File: src/rtl/fifo_occupancy.sv
`default_nettype none
// +----------------------------------------------------------------------------+
// | fifo_occupancy: synchronous FWFT FIFO with occupancy count, programmable   |
// | almost-full/almost-empty thresholds and a sticky misuse flag.              |
// | Revision: 1.0                                                              |
// +----------------------------------------------------------------------------+
module fifo_occupancy #(
  parameter int width_p        = 27,
  parameter int lg_depth_p     = 3,
  parameter int almost_full_p  = 6,
  parameter int almost_empty_p = 1
) (
  input  logic                  clk,
  input  logic                  reset_n_i,
  input  logic                  clear_i,
  input  logic [width_p-1:0]    d_i,
  input  logic                  enque_i,
  input  logic                  deque_i,
  output logic [width_p-1:0]    d_o,
  output logic                  valid_o,
  output logic                  empty_o,
  output logic                  full_o,
  output logic                  almost_full_o,
  output logic                  almost_empty_o,
  output logic [lg_depth_p:0]   count_o,
  output logic                  error_o
);

  localparam int                  c_depth     = 1 << lg_depth_p;
  localparam logic [lg_depth_p:0] c_depth_cnt = (lg_depth_p+1)'(c_depth);
  localparam logic [lg_depth_p:0] c_af_cnt    = (lg_depth_p+1)'(almost_full_p);
  localparam logic [lg_depth_p:0] c_ae_cnt    = (lg_depth_p+1)'(almost_empty_p);
  localparam logic [lg_depth_p-1:0] c_ptr_one = lg_depth_p'(1);
  localparam logic [lg_depth_p:0]   c_cnt_one = (lg_depth_p+1)'(1);

  logic [width_p-1:0]    r_mem [c_depth];
  logic [lg_depth_p-1:0] r_rptr;
  logic [lg_depth_p-1:0] r_wptr;
  logic [lg_depth_p:0]   r_count;
  logic                  r_error;

  logic w_enq_ok;
  logic w_deq_ok;
  logic w_misuse;

  // Flags come only from the count so the full/empty corner is unambiguous.
  assign empty_o        = (r_count == '0);
  assign valid_o        = (r_count != '0);
  assign full_o         = (r_count == c_depth_cnt);
  assign almost_full_o  = (r_count >= c_af_cnt);
  assign almost_empty_o = (r_count <= c_ae_cnt);
  assign count_o        = r_count;
  assign error_o        = r_error;
  assign d_o            = r_mem[r_rptr];

  assign w_enq_ok = enque_i & (~full_o | deque_i);
  assign w_deq_ok = deque_i & ~empty_o;
  assign w_misuse = (enque_i & full_o & ~deque_i) | (deque_i & empty_o);

  always_ff @(posedge clk or negedge reset_n_i) begin
    if (!reset_n_i) begin
      r_rptr  <= '0;
      r_wptr  <= '0;
      r_count <= '0;
      r_error <= 1'b0;
    end else if (clear_i) begin
      r_rptr  <= '0;
      r_wptr  <= '0;
      r_count <= '0;
      r_error <= 1'b0;
    end else begin
      if (w_enq_ok) r_wptr <= r_wptr + c_ptr_one;
      if (w_deq_ok) r_rptr <= r_rptr + c_ptr_one;
      if (w_enq_ok && !w_deq_ok) begin
        r_count <= r_count + c_cnt_one;
      end else if (!w_enq_ok && w_deq_ok) begin
        r_count <= r_count - c_cnt_one;
      end
      r_error <= r_error | w_misuse;
    end
  end

  // Storage has no reset; contents are don't-care after reset or clear.
  always_ff @(posedge clk) begin
    if (!clear_i && w_enq_ok) begin
      r_mem[r_wptr] <= d_i;
    end
  end

`ifndef SYNTHESIS
  always_ff @(posedge clk) begin
    if (reset_n_i && !clear_i) begin
      if (enque_i && full_o && !deque_i) $display("error: wrote full fifo");
      if (deque_i && empty_o)            $display("error: deque empty fifo");
    end
  end

  if (almost_full_p < 1 || almost_full_p > c_depth) begin : g_af_range_check
    $error("fifo_occupancy: almost_full_p out of range");
  end
  if (almost_empty_p < 0 || almost_empty_p > c_depth - 1) begin : g_ae_range_check
    $error("fifo_occupancy: almost_empty_p out of range");
  end
`endif

endmodule
`default_nettype wire

File: config.mk
export PLATFORM = sky130hd
export DESIGN_NAME = fifo_occupancy
export DESIGN_NICKNAME = d
export VERILOG_FILES = /design/src/rtl/fifo_occupancy.sv
export SDC_FILE = /design/constraint.sdc
export NUM_CORES = 1
export LEC_CHECK = 0
export CAP_MARGIN = 20
export CORE_AREA = 4 4 118 205
export DETAILED_ROUTE_END_ITERATION = 7
export DIE_AREA = 0 0 122 209
export PLACE_DENSITY_LB_ADDON = 0.3
export SYNTH_ARGS = -nofsm -noshare
export SYNTH_HDL_FRONTEND = slang
export SYNTH_SLANG_ARGS = --single-unit
File: constraint.sdc
create_clock -name clk -period 4.35 [get_ports clk]
set_input_delay 0.435 -clock clk [delete_from_list [all_inputs] [get_ports clk]]
set_output_delay 0.435 -clock clk [all_outputs]
set_load 0.005 [all_outputs]
==> results of run 1 <==
-- final cells by class --
cell class | instances | area, um^2 | area share
well taps | 300 | 375 | 0.0352
inverters | 4 | 15.0 | 0.00141
repair buffers | 82 | 811 | 0.0760
multi-input cells | 160 | 2090 | 0.196
flip-flops and latches | 227 | 6770 | 0.634
diodes | 1 | 2.50 | 0.000234
clock inverters | 9 | 97.6 | 0.00915
clock buffers | 23 | 510 | 0.0478
-- through the flow --
step | utilization | worst slack (ps) | hold slack [ps] | std cells | power [mW]
finish | 0.473 | 1030 | 320 | 806 | 5.58
floorplan | - | 166 | 139 | 411 | 3.46
global placement | 0.446 | 1270 | 495 | 773 | 3.98
CTS | 0.473 | 937 | 319 | 805 | 5.67
detailed placement | 0.446 | 1160 | 497 | 773 | 4.00
global route | 0.473 | 864 | 346 | 806 | 5.85
-- per-layer routing --
layer	up-vias	wire length (um)
met5	-	0
met4	0	310
met3	25	617
met2	85	9470
met1	2236	6460
li1	1859	-
-- where the power goes --
group | internal (mW) | switching, mW
logic | 0.816 | 0.496
clock network | 0.955 | 0.708
registers | 2.47 | 0.134
-- Yosys cell counts (all sizes together), types with 4 or more instances --
library cell  number
nand2b             5
mux4              54
edfxtp           216
a21oi              5
ha                 6
nor2              13
buf               11
dfrtp             11
nand2             13
xnor2              4
clkbuf             9
mux2              30
inv                4
-- final timing paths --
path,start,end,cells past startpoint
setup / recovery,r_rptr[0]$_DFFE_PN0P_,d_o[14],4
hold / removal,reset_n_i,error_o$_DFF_PN0_,1
setup reg to reg,count_o[1]$_DFFE_PN0P_,r_mem[3][21]$_DFFE_PP_,8
hold reg to reg,error_o$_DFF_PN0_,error_o$_DFF_PN0_,2
max in group asynchronous,reset_n_i,r_rptr[0]$_DFFE_PN0P_,1
min in group clk,error_o$_DFF_PN0_,error_o$_DFF_PN0_,2
-- logic make-up (layout without fill, tap and decap cells) --
logic type	count (synthesis)	count (layout)
fa+ha+maj	6	6
flops	227	227
simple gates	48	48
xor+xnor	6	6
mux	86	86
other cells	0	1
compound gates	14	14
buf+inv	24	118
-- flip-flops by register name, indices dropped and copies added, names as in the netlist --
name and count:
r_rptr 3, r_wptr 3, error_o 1, count_o 4, r_mem 216
==> impl_metrics.yaml, run 1 <==
global_route:
  grt_pass1_vias: 4699
  gr-usage-met2: 0.251
  busiest_layer: "met2"
  grt_first_pass_wirelength_mm: 26.4
  grtUsageMet3: 0.0225
  grt_use_met1: 0.156
  grt_overflow: 0
  grtUsageTotal: 0.135
  antenna_found_initial: 1
  grt_max_degree: 37
synth:
  netlist_area_um2: 8930
  syn-instance-count: 411
  synth_top_family_by_area: "multiplexers"
  yosys.cell_types.count: 36
  synth_simple_gate_area_frac: 0.0268
  synthFlopType: "edfxtp_1"
  yosysTopAreaCell: "edfxtp_1"
  synth_compound_area_frac: 0.00938
  syn_area_per_cell_um2: 21.7
  synth-seq-cells: 227
  synth_mux_area_frac: 0.177
  synth_seq_area_share: 0.757
  syn-num-nets: 449
  synth_top_area_frac: 0.726
  async_reset_ff_frac: 0.0485
  synth.area.top_cells: "edfxtp_1 (73%), mux4_2 (13%), mux2_2 (3.7%)"
  synthAdderAreaFrac: 0.00840
  synth_xor_area_frac: 0.00588
  synth_edf_count: 216
  synth_warnings: 0
final_layout:
  stdcell_area_um2: 10700
  fillers: 1880
  area_growth_syn_to_layout_pct: 19.5
  drive_above_1_share: 0.267
  final_cell_mix: "edfxtp_1 (216), clkdlybuf4s50_1 (68), mux4_2 (52), mux2_2 (29), clkbuf_16 (19)"
  layout.cells.most_common: "edfxtp_1"
  nets: 532
worst_setup_path:
  cpPeakStageDelay_ps: 710
  critPathTopFamily: "multiplexers"
  path_max_fanout: 36
  worst_setup_path_end_kind: "output port"
  cp_data_required_time_ps: 3910
  critPathArrivalTime_ps: 2880
  cp-start-kind: "flop"
  path_buf_inv: 2
  worst_path_max_delay_cell: "dfrtp_4"
  cp_cell_sequence: "buf_12 -> mux4_2 -> mux2_2 -> clkdlybuf4s50_1"
  r2r_setup_slack_ps: 1500
  path_class: "reg2out"
clock_tree:
  hold_buffers: 0
  cts_tree: "built"
  clk_pin_slew_ps: 70
  root_buffer: "clkbuf_16"
  clk_latency_ps: 490
  cts.sinks: 227
  post_cts_buffers: 0
  h-tree-depth: 1
  clk_path_buf_depth: 3
  cts_made_buffers: 19
  cts_resized: 0
place:
  placed_cell_area_um2: 10100
  place_congestion: 0.751
  io_buffer_count: 68
  post-dp-hpwl_mm: 10.3
floorplan:
  rows: 73
  initial_core_util: 0.396
  dieArea_um2: 25500
  die_w_um: 122
  fp.coreArea_um2: 22600
  num_io_pins: 69
  die_y_um: 209
sta:
  maxSlewViolCount: 0
  finalCriticalPeriod_ps: 3320
  slew_headroom: 0.394
  hold_viol: 0
  setup_viol: 0
  final.setup.tns_ps: 0
  max_freq_ghz: 0.301
  finalCritPeriodShare: 0.763
  worst_pin_slew_ps: 906
  rsz0062_at_grt: "no"
  clock_skew_ps: 23.7
run_status:
  outcome: "finished, final reports clean"
route:
  viasPerCell: 5.22
  drcViolationCount: 0
  drt_iter0_drc: 261
  wl_mm: 16.9
  drtPass1Iterations: 4
  drt-wirelength-per-cell_um: 20.9
  postRouteAntennaNets: 0
  via_count: 4205
power_and_ir_drop:
  ir_worst_vdd_mv: 0.291
  power_per_cell_area_nw_per_um2: 523
  p_leak_nw: 3.34
job:
  maxCapViolCount: 0
min_path:
  hold_path.class: "in2async"
(Power assumes the default switching activity.)
==> run 2: changes to the inputs <==
==> constraint.sdc (replaced) <==
create_clock -name clk -period 3 [get_ports clk]
set_input_delay 0.3 -clock clk [delete_from_list [all_inputs] [get_ports clk]]
set_output_delay 0.3 -clock clk [all_outputs]
set_load 0.005 [all_outputs]
==> run 2 against run 1 <==
Against the previous run: critical path depth did not move; power rose by 50%; cell count rose by 1.9%; clock-buffer cell count rose by 3; non-clock buffer count rose by 11; setup slack got worse by 840 ps; first-iteration DRC count rose by 0.77%; sequential power rose by 43%; die area did not move; critical path type unchanged; critical endpoint is now d_o[26]; largest cell class unchanged.
==> impl_metrics.yaml, run 2 (same netlist as run 1, synthesis figures left out) <==
worst_setup_path:
  critPathArrivalTime_ps: 2500
  cp_cell_sequence: "buf_12 -> mux4_1 -> mux2_2 -> clkdlybuf4s50_1"
  path_max_fanout: 14
  worst_path_max_delay_cell: "mux4_1"
  critPathTopFamily: "multiplexers"
  worst_setup_path_end_kind: "output port"
  r2r_setup_slack_ps: 620
  cp_data_required_time_ps: 2700
  path_buf_inv: 2
  path_class: "reg2out"
  cp-start-kind: "flop"
  cpPeakStageDelay_ps: 570
sta:
  slew_headroom: 0.610
  hold_viol: 0
  clock_skew_ps: 10.1
  worst_pin_slew_ps: 584
  finalCritPeriodShare: 0.934
  max_freq_ghz: 0.357
  finalCriticalPeriod_ps: 2800
  maxSlewViolCount: 0
  final.setup.tns_ps: 0
  rsz0062_at_grt: "no"
  setup_ws_ps: 198
  setup_viol: 0
power_and_ir_drop:
  ir_worst_vdd_mv: 0.394
  p_leak_nw: 3.44
  power_per_cell_area_nw_per_um2: 765
  power.total_mw: 8.39
route:
  drt_iter0_drc: 263
  drt-wirelength-per-cell_um: 21.5
  drtPass1Iterations: 4
  via_count: 4223
  postRouteAntennaNets: 0
  drcViolationCount: 0
  viasPerCell: 5.14
  wl_mm: 17.7
floorplan:
  dieArea_um2: 25500
  die_w_um: 122
  initial_core_util: 0.396
  fp.coreArea_um2: 22600
  die_y_um: 209
  num_io_pins: 69
  rows: 73
clock_tree:
  cts.sinks: 227
  root_buffer: "clkbuf_16"
  cts_made_buffers: 22
  clk_pin_slew_ps: 60
  clk_path_buf_depth: 3
  h-tree-depth: 1
  cts_tree: "built"
  clk_latency_ps: 500
global_route:
  grt_first_pass_wirelength_mm: 27.6
  grt_pass1_vias: 4749
  grt_max_degree: 28
  grtUsageTotal: 0.142
  antenna_found_initial: 0
  grt_overflow: 0
final_layout:
  regMostFlops: "r_mem"
  largest_reg_flops: 216
  drive_above_1_share: 0.278
  insertedDiodeCount: 0
  fillers: 1834
  nets: 546
  layout.cells.most_common: "edfxtp_1"
  area_growth_syn_to_layout_pct: 22.7
  final_cell_mix: "edfxtp_1 (216), clkdlybuf4s50_1 (68), mux4_2 (52), mux2_2 (29), clkbuf_16 (23)"
place:
  io_buffer_count: 68
  pre_cts_ws_ps: 458
  place_congestion: 0.807
  post-dp-hpwl_mm: 10.7
run_status:
  outcome: "finished, final reports clean"
job:
  maxCapViolCount: 0
min_path:
  hold_path.class: "in2async"
## run 2: metal layers
metal | wire length [um] | GRT usage
met5 | 0 | 0
met4 | 264 | 0.0340
met3 | 699 | 0.0255
met2 | 10100 | 0.267
met1 | 6590 | 0.167
## run 2: path summary, 6_finish.rpt
kind                                   startpoint                      to  depth (start not counted)
setup / recovery            r_rptr[0]$_DFFE_PN0P_                 d_o[26]                          4
hold / removal                          reset_n_i       error_o$_DFF_PN0_                          1
setup reg to reg           count_o[1]$_DFFE_PN0P_  r_mem[1][12]$_DFFE_PP_                          8
hold reg to reg                 error_o$_DFF_PN0_       error_o$_DFF_PN0_                          2
max in group asynchronous               reset_n_i   r_rptr[0]$_DFFE_PN0P_                          1
min in group clk                error_o$_DFF_PN0_       error_o$_DFF_PN0_                          2
## run 2: layout make-up
type / instances / area [um^2] / share of cell area
multi-input combinational: 160 / 2130 / 0.194
inverter: 4 / 15.0 / 0.00137
clock inverter: 11 / 82.6 / 0.00754
sequential: 227 / 6770 / 0.617
tap: 300 / 375 / 0.0343
timing repair buffer: 93 / 1010 / 0.0918
clock buffer: 26 / 587 / 0.0536
## run 2: worst reg2reg max path: stages, from the launching register on
cell       delay, ps
dfrtp_1          490
inv_1            110
ha_1             300
nand4bb_1        150
nand2_1           90
nor2_1           150
nand2_1          260
nor3_4           250
buf_12           250
## run 2: what timing repair did
action / 4_1_cts / 5_1_grt
endpoints found under the setup margin: 0 / 14
hold buffers: 0 / 0
gates resized for setup: 0 / 0
buffers inserted: 0 / 4
## run 2: where the power goes
group          switching, mW  total [mW]  internal, mW
combinational          0.803        2.09          1.29
sequential             0.143        3.73          3.59
clock                   1.08        2.56          1.48
total                   2.03        8.39          6.36
## run 2: through the flow
step,hold WS [ps],area (um^2),utilization,std cells
4_1_cts,182,10900,0.484,817
2_1_floorplan,4.41,8970,-,411
3_3_place_gp,501,10300,0.455,780
6_report,179,11000,0.486,821
3_5_place_dp,496,10300,0.455,780
5_1_grt,196,11000,0.486,821
==> run 3: changes to the inputs <==
--- a/config.mk
+++ b/config.mk
@@ -7,6 +7,7 @@
 export LEC_CHECK = 0
 export CAP_MARGIN = 20
 export CORE_AREA = 4 4 118 205
+export CTS_CLUSTER_DIAMETER = 30
 export DETAILED_ROUTE_END_ITERATION = 7
 export DIE_AREA = 0 0 122 209
 export PLACE_DENSITY_LB_ADDON = 0.3
==> run 3 against run 2 <==
Against the previous run: first-iteration DRC count up 9.1%; die area unchanged; clock power increased by 30%; sequential share of layout area shrank 1.5 points; hold slack got worse by 46 ps; routed wire length is 0.54% higher; cell area increased by 2.5%; critical path type unchanged; combinational power about the same; setup slack worse by 48 ps; largest power group unchanged; maximum frequency down 1.7%.
==> impl_metrics.yaml, run 3 (same netlist as run 1, synthesis figures left out) <==
worst_setup_path:
  cp_data_required_time_ps: 2700
  cpPeakStageDelay_ps: 590
  critPathTopFamily: "multiplexers"
  cp-start-kind: "flop"
  critPathArrivalTime_ps: 2550
  r2r_setup_slack_ps: 610
  path_max_fanout: 14
  path_class: "reg2out"
  worst_setup_path_end_kind: "output port"
  cp_cell_sequence: "buf_12 -> mux4_1 -> mux2_2 -> clkdlybuf4s50_1"
  path_buf_inv: 2
  worst_path_max_delay_cell: "mux4_1"
sta:
  worst_pin_slew_ps: 594
  slew_headroom: 0.603
  maxSlewViolCount: 0
  rsz0062_at_grt: "no"
  finalCritPeriodShare: 0.950
  setup_ws_ps: 150
  hold_viol: 0
  setup_viol: 0
  clock_skew_ps: 16.3
  finalCriticalPeriod_ps: 2850
  max_freq_ghz: 0.351
final_layout:
  drive_above_1_share: 0.306
  nets: 551
  layout.cells.most_common: "edfxtp_1"
  stdcell_area_um2: 11200
  largest_reg_flops: 216
  insertedDiodeCount: 0
  area_growth_syn_to_layout_pct: 25.8
  fillers: 1821
  final_cell_mix: "edfxtp_1 (216), clkdlybuf4s50_1 (68), mux4_2 (52), mux2_2 (29), clkbuf_16 (29)"
  regMostFlops: "r_mem"
route:
  via_count: 4274
  drcViolationCount: 0
  maxUsedRoutingLayer: "met4"
  drt-wirelength-per-cell_um: 21.2
  drt_iter0_drc: 287
  viasPerCell: 5.11
  postRouteAntennaNets: 0
  drtPass1Iterations: 4
  met3_length_um: 733
  wl_met1_mm: 6.72
  wl_met2_mm: 9.97
  wl_mm: 17.8
global_route:
  grt_max_degree: 28
  grtUsageTotal: 0.145
  antenna_found_initial: 0
  grt_first_pass_wirelength_mm: 28.0
  grt_pass1_vias: 4838
  grt_overflow: 0
floorplan:
  die_w_um: 122
  die_y_um: 209
  rows: 73
  num_io_pins: 69
  dieArea_um2: 25500
  fp.coreArea_um2: 22600
  initial_core_util: 0.396
power_and_ir_drop:
  power_per_cell_area_nw_per_um2: 812
  ir_worst_vdd_mv: 0.447
  p_leak_nw: 3.56
  power.total_mw: 9.13
clock_tree:
  h-tree-depth: 1
  post_cts_buffers: 2
  cts.sinks: 227
  cts_made_buffers: 29
  cts_resized: 0
  clk_latency_ps: 540
  hold_buffers: 0
  cts_tree: "built"
  root_buffer: "clkbuf_16"
  clk_path_buf_depth: 3
  clk_pin_slew_ps: 60
run_status:
  outcome: "finished, final reports clean"
place:
  post-dp-hpwl_mm: 10.7
  pre_cts_ws_ps: 458
  placed_cell_area_um2: 10300
  place_congestion: 0.807
  io_buffer_count: 68
min_path:
  hold_path.class: "in2async"
job:
  maxCapViolCount: 0
==> run 3: worst register-to-register path, cell delays in order, from the launching register on <==
cell and delay, ps:
dfrtp_1 490, inv_1 110, ha_1 300, nand4bb_1 150, nand2_1 90, nor2_1 150, nand2_1 260, nor3_4 250
buf_12 250
==> run 3: metrics by stage <==
| step | hold slack, ps | TNS, ps | util | instances |
|---|---|---|---|---|
| 3_5_place_dp | 496 | 0 | 0.455 | 780 |
| 3_3_place_gp | 501 | 0 | 0.455 | 780 |
| 6_report | 133 | 0 | 0.498 | 836 |
| 2_1_floorplan | 4.41 | -7410 | - | 411 |
| 4_1_cts | 127 | 0 | 0.498 | 836 |
| 5_1_grt | 148 | 0 | 0.498 | 836 |
==> run 3: cell type report <==
type | count | area [um^2] | share of cell area
Tap cell | 300 | 375 | 0.0334
Clock buffer | 29 | 726 | 0.0646
Clock inverter | 25 | 235 | 0.0209
Multi-Input combinational cell | 160 | 2130 | 0.189
Sequential cell | 227 | 6770 | 0.602
Inverter | 4 | 15.0 | 0.00134
Timing Repair Buffer | 91 | 991 | 0.0882
==> run 3: per-layer routing <==
metal	vias to the layer above	GRT usage
li1	1918	-
met1	2245	0.168
met2	88	0.269
met3	23	0.0265
met4	0	0.0464
met5	-	0
==> run 3: power breakdown <==
part           leakage [nW]  switching (mW)  internal (mW)
registers              2.10           0.139           3.59
clock network         0.454            1.40           1.92
logic                  1.01           0.800           1.27
total                  3.56            2.34           6.79
==> run 3: path summary, 6_finish.rpt <==
kind                                        start                endpoint  cells past startpoint
setup / recovery            r_rptr[0]$_DFFE_PN0P_                  d_o[0]                      4
hold / removal                          reset_n_i       error_o$_DFF_PN0_                      1
setup reg to reg           count_o[1]$_DFFE_PN0P_   r_mem[1][4]$_DFFE_PP_                      8
hold reg to reg                 error_o$_DFF_PN0_       error_o$_DFF_PN0_                      2
max in group asynchronous               reset_n_i   r_rptr[0]$_DFFE_PN0P_                      1
min in group clk                          d_i[12]  r_mem[0][12]$_DFFE_PP_                      1
